`config.mk`:
```
export PLATFORM = sky130hd
export DESIGN_NAME = axis_frame_gen
export DESIGN_NICKNAME = d
export VERILOG_FILES = /design/src/rtl/axis_frame_gen.sv
export SDC_FILE = /design/constraint.sdc
export NUM_CORES = 1
export LEC_CHECK = 0
export ABC_AREA = 0
export BUFFER_PORTS_ARGS = -buffer_cell sky130_fd_sc_hd__buf_2
export CORE_MARGIN = 4
export CORE_UTILIZATION = 55
export CTS_CLUSTER_DIAMETER = 30
export CTS_CLUSTER_SIZE = 24
export DETAILED_ROUTE_END_ITERATION = 8
export GPL_TIMING_DRIVEN = 0
export HOLD_SLACK_MARGIN = 0.1
export PLACE_DENSITY = 0.76
export SYNTH_ARGS = -nofsm -noshare
export SYNTH_HDL_FRONTEND = slang
export SYNTH_SLANG_ARGS = --single-unit
```
`constraint.sdc`:
```
create_clock -name s_aclk -period 8.5 [get_ports s_aclk]
set_input_delay 0 -clock s_aclk [delete_from_list [all_inputs] [get_ports s_aclk]]
set_output_delay 0 -clock s_aclk [all_outputs]
set_load 0.02 [all_outputs]
```
`src/rtl/axis_frame_gen.sv`:
```
// AXI-Stream frame generator: programmable-length frames of an incrementing byte pattern.
// Define AXIS_FRAME_GEN_THROTTLE_EN to insert pseudo-random tvalid bubbles between beats.
module axis_frame_gen #(
   parameter int DATA_WIDTH = 8,
   parameter int LEN_WIDTH  = 16,
   parameter int CNT_WIDTH  = 16
) (
   input  logic                    s_aclk,
   input  logic                    s_sresetn,
   input  logic                    start,
   input  logic                    stop,
   input  logic [LEN_WIDTH-1:0]    frame_len,
   input  logic [7:0]              ifg,
   input  logic [CNT_WIDTH-1:0]    num_frames,
   input  logic                    err_inject,
   output logic [DATA_WIDTH-1:0]   m_axis_tdata,
   output logic [DATA_WIDTH/8-1:0] m_axis_tkeep,
   output logic                    m_axis_tvalid,
   output logic                    m_axis_tlast,
   output logic                    m_axis_tuser,
   input  logic                    m_axis_trdy,
   output logic                    busy,
   output logic                    done,
   output logic [CNT_WIDTH-1:0]    frames_sent
);

   localparam int KEEP_W = DATA_WIDTH / 8;
   localparam logic [LEN_WIDTH-1:0] KEEP_LEN = LEN_WIDTH'(KEEP_W);
   localparam logic [CNT_WIDTH-1:0] ONE_CNT  = CNT_WIDTH'(1);

   localparam logic [1:0] ST_IDLE = 2'd0;
   localparam logic [1:0] ST_DATA = 2'd1;
   localparam logic [1:0] ST_GAP  = 2'd2;

   logic [1:0]            r_state;
   logic [LEN_WIDTH-1:0]  r_len;
   logic [LEN_WIDTH-1:0]  r_off;
   logic [7:0]            r_ifg;
   logic [7:0]            r_gapCnt;
   logic [CNT_WIDTH-1:0]  r_num;
   logic [CNT_WIDTH-1:0]  r_runCnt;
   logic [CNT_WIDTH-1:0]  r_sent;
   logic                  r_err;
   logic                  r_stop;
   logic                  r_done;

   logic                  w_bubble;
   logic                  w_valid;
   logic                  w_hs;
   logic                  w_last;
   logic                  w_stopNow;
   logic                  w_runEnd;
   logic [LEN_WIDTH-1:0]  w_remain;
   logic [DATA_WIDTH-1:0] w_data;
   logic [KEEP_W-1:0]     w_keep;

   assign w_valid   = (r_state == ST_DATA) && !w_bubble;
   assign w_hs      = w_valid && m_axis_trdy;
   assign w_remain  = r_len - r_off;
   assign w_last    = ({1'b0, w_remain} <= {1'b0, KEEP_LEN});
   assign w_stopNow = stop || r_stop;
   assign w_runEnd  = w_stopNow || ((r_num != '0) && ((r_runCnt + ONE_CNT) == r_num));

   // The frame base byte is frames_sent itself: it only moves on a last-beat handshake.
   always_comb begin
      w_data = '0;
      w_keep = '0;
      for (int i = 0; i < KEEP_W; i++) begin
         if (LEN_WIDTH'(i) < w_remain) begin
            w_keep[i]          = 1'b1;
            w_data[i*8 +: 8]   = r_sent[7:0] + r_off[7:0] + 8'(i);
         end
      end
   end

`ifdef AXIS_FRAME_GEN_THROTTLE_EN
   logic [15:0] r_lfsr;
   logic        r_bubble;

   always_ff @(posedge s_aclk) begin
      if (!s_sresetn) begin
         r_lfsr   <= 16'hACE1;
         r_bubble <= 1'b0;
      end else begin
         r_lfsr   <= {r_lfsr[14:0], r_lfsr[15] ^ r_lfsr[13] ^ r_lfsr[12] ^ r_lfsr[10]};
         r_bubble <= w_hs && !w_last && (r_lfsr[1:0] == 2'b00);
      end
   end

   assign w_bubble = r_bubble;
`else
   assign w_bubble = 1'b0;
`endif

   always_ff @(posedge s_aclk) begin
      if (!s_sresetn) begin
         r_state  <= ST_IDLE;
         r_len    <= '0;
         r_off    <= '0;
         r_ifg    <= '0;
         r_gapCnt <= '0;
         r_num    <= '0;
         r_runCnt <= '0;
         r_sent   <= '0;
         r_err    <= 1'b0;
         r_stop   <= 1'b0;
         r_done   <= 1'b0;
      end else begin
         r_done <= 1'b0;
         case (r_state)
            ST_IDLE: begin
               if (start && (frame_len != '0)) begin
                  r_len    <= frame_len;
                  r_ifg    <= ifg;
                  r_num    <= num_frames;
                  r_err    <= err_inject;
                  r_off    <= '0;
                  r_runCnt <= '0;
                  r_stop   <= 1'b0;
                  r_state  <= ST_DATA;
               end
            end
            ST_DATA: begin
               if (stop) r_stop <= 1'b1;
               if (w_hs) begin
                  if (w_last) begin
                     r_sent   <= r_sent + ONE_CNT;
                     r_runCnt <= r_runCnt + ONE_CNT;
                     r_off    <= '0;
                     if (w_runEnd) begin
                        r_state <= ST_IDLE;
                        r_done  <= 1'b1;
                     end else if (r_ifg != 8'd0) begin
                        r_state  <= ST_GAP;
                        r_gapCnt <= r_ifg;
                     end
                  end else begin
                     r_off <= r_off + KEEP_LEN;
                  end
               end
            end
            ST_GAP: begin
               // Stop is only ever pending here as a live input; a sticky stop already ended the run.
               if (w_stopNow) begin
                  r_state <= ST_IDLE;
                  r_done  <= 1'b1;
               end else if (r_gapCnt == 8'd1) begin
                  r_state <= ST_DATA;
               end else begin
                  r_gapCnt <= r_gapCnt - 8'd1;
               end
            end
            default: r_state <= ST_IDLE;
         endcase
      end
   end

   assign m_axis_tvalid = w_valid;
   assign m_axis_tdata  = w_valid ? w_data : '0;
   assign m_axis_tkeep  = w_valid ? w_keep : '0;
   assign m_axis_tlast  = w_valid && w_last;
   assign m_axis_tuser  = w_valid && w_last && r_err;
   assign busy          = (r_state != ST_IDLE);
   assign done          = r_done;
   assign frames_sent   = r_sent;

endmodule
```
==> reports/results.txt <==
status: completed
DR pass1 iterations: 7
Setup crit start: r_off[0]$_SDFFE_PN0P_
Die Footprint: 14200 um^2
Worst Hold Launch: s_sresetn
Top FF cell, synth: dfxtp_1
WP data arrival: 4.28 ns
starting density of the core: 0.563
Max Slew Vio Count: 0
total track usage: 0.262
Yosys top cell by area: dfxtp_1
clock sink count: 101
H-tree lvl count: 3
maximum VDD drop: 0.000128 V
Setup TNS: 0 ns
Antenna Nets Post-Route: 0
fin crit share: 0.504
cell with the most instances after synthesis: nand2_1
Placer Congestion: 0.959
number of DRC markers in iteration 0: 553
Rows: 40
DIE WIDTH: 119 um
Leak Pwr: 3.25 nW
Worst Tran Pin Value: 0.740 ns
final net count: 1095
FMAX: 234 MHz
Synth Instances: 888
Hold Fails Final Rpt: 0
Clock Tree Buf Depth: 2
Hold WS: 0.277 ns
cts bufs inserted: 9
Syn-to-layout area delta: 19.4%
Via density: 5.67
post-layout instance area: 8110 um^2
drc violations: 0
post-DP HPWL: 13700 um
clock period minus final worst setup slack: 4.28 ns
pwr dens: 199 nW/um^2
worst setup path class: register to output pin
vias: 6743
reg2reg start: r_off[0]$_SDFFE_PN0P_
Final Power: 1.62 mW
Critical Path Start Type: register
# port buffers: 74
Synth Register Bits: 101
DRT Wirelength: 18700 um
Area contributors post-synth: dfxtp_1, nand2_1, ha_1, xnor2_1, a21boi_0
largest net degree at the start of global routing: 19
Async SR Flop Fraction: 0
clock-pin transition on the worst setup and hold timing paths: 0.08 ns
Crit. End Element: output pin
CTS root buf: clkbuf_16
count of cell types in the netlist: 74
synth cell count leaders: nand2_1, dfxtp_1, nor2_1, a21boi_0, inv_1
RSZ-0062 raised after global routing: false
Clock Latency Late Sink: 0.36 ns
antenna violations before repair: 1
DIE HEIGHT: 119 um
first-pass GRT wire length: 30300 um
WP data required: 8.50 ns
Clock Skew: 0.00904 ns
CP max FO: 10
TritonCTS clock tree: done
Final setup viols: 0
Worst Hold Class: primary input to register
# Post-CTS Setup Buffers: 0
GRT Residual Overflow: 0
number of global-route vias before repair: 6167
sequential-to-total area share from yosys stat: 0.298
yosys warns: 0
share of cells above drive strength 1: 0.125
EDFF count, synth: 0
number of I/O pins: 76
Mapped Area: 6790 um^2
Max Cap Violations: 0
Synth Net Count: 967
Placed Area: 7370 um^2
slew margin rel.: 0.506
WL/cell: 15.7 um
Yosys top cell area share: 0.298
synthesized area per cell: 7.65 um^2
Core Region: 12100 um^2
final core utilization: 0.672
## logic make-up after synthesis
| family | count (synthesis) | synth area share |
|---|---|---|
| simple gates | 390 | 0.282 |
| compound gates | 220 | 0.226 |
| flops | 101 | 0.298 |
| buf+inv | 85 | 0.0509 |
| xor+xnor | 48 | 0.0640 |
| fa+ha+maj | 33 | 0.0630 |
| mux | 11 | 0.0168 |
## critical path, stage by stage, from the launching register on
cell,delay [ns]
dfxtp_1,0.38
ha_1,0.25
fa_1,0.41
nand2b_1,0.18
a21oi_2,0.35
o22ai_1,0.19
a2111oi_2,0.39
nand3b_1,0.16
nor4_4,0.51
buf_6,0.24
buf_2,0.23
nand2_1,0.12
nand2_1,0.23
nor2_1,0.10
buf_2,0.17
## what timing repair did
action | in CTS | in global routing
resized for setup | 0 | 0
hold endpoints to repair | 45 | 0
hold buffers | 43 | 0
## report_power, final
part           switching, mW  total, mW  internal (mW)
registers             0.0384      0.547          0.509
logic                  0.388      0.634          0.247
clock network          0.202      0.435          0.233
total                  0.628       1.62          0.988
## layer usage
layer | GRT usage | wire (um) | part of all wire | vias up
met5 | 0 | 0 | 0 | -
met4 | 0.0927 | 548 | 0.029 | 0
met3 | 0.0508 | 981 | 0.052 | 41
met2 | 0.455 | 9160 | 0.49 | 203
met1 | 0.322 | 8030 | 0.43 | 3097
li1 | - | - | - | 3402
## flip-flops by register name, indices dropped and copies added, names as in the netlist
signal and flops:
r_off 16, r_state 2, r_num 16, r_gapCnt 8, r_ifg 8, r_len 16, r_runCnt 16, r_stop 1
r_err 1, done 1, frames_sent 16
## placed cells by master, fill, tap and decap left out, types with 4 or more instances in the layout
cell and count:
dlygate4sd3_1 43, nor2_1 64, o31ai_1 9, nand2b_1 15
o211ai_1 15, o21a_1 6, nor4_1 19, buf_2 86
and3_1 16, or3_1 9, a31oi_1 5, nor2b_1 12
xor2_1 9, a21boi_1 4, nand3_1 30, ha_1 31
nand2_1 159, a211oi_1 4, o22ai_1 11, mux2i_1 8
a21oi_1 38, xnor2_1 38, and2_1 14, a21boi_0 43
o21ai_0 33, clkbuf_16 9, dfxtp_1 101, clkbuf_1 29
inv_1 39, o2111ai_1 4, a21o_1 9, nand4_1 11
nor3_1 11, or2_2 5, nor3b_1 5
## path summary, 6_finish.rpt
check,endpoint,slack (ns),depth (start not counted)
min,r_runCnt[11]$_SDFFE_PN0P_,0.28,4
min reg2reg,r_gapCnt[6]$_SDFFE_PN0P_,0.47,2
max,m_axis_tdata[2],4.22,14
max reg2reg,done$_SDFF_PN0_,4.70,11
## through the flow
stage / setup WS (ns) / cells
finish: 4.22 / 1190
global route: 3.94 / 1190
CTS: 4.28 / 1189
detailed placement: 4.70 / 1130
global placement: 4.70 / 1130
floorplan: 5.35 / 888
## final cells by class
type	instances	area, um^2
repair buffers	117	801
clock inverters	7	80.1
plain buffers	46	199
inverters	39	146
flip-flops and latches	101	2020
fillers	1048	3950
well taps	168	210
multi-input cells	702	4420
diodes	1	2.50
clock buffers	9	225
No activity file was read; power rests on OpenSTA's default activity.
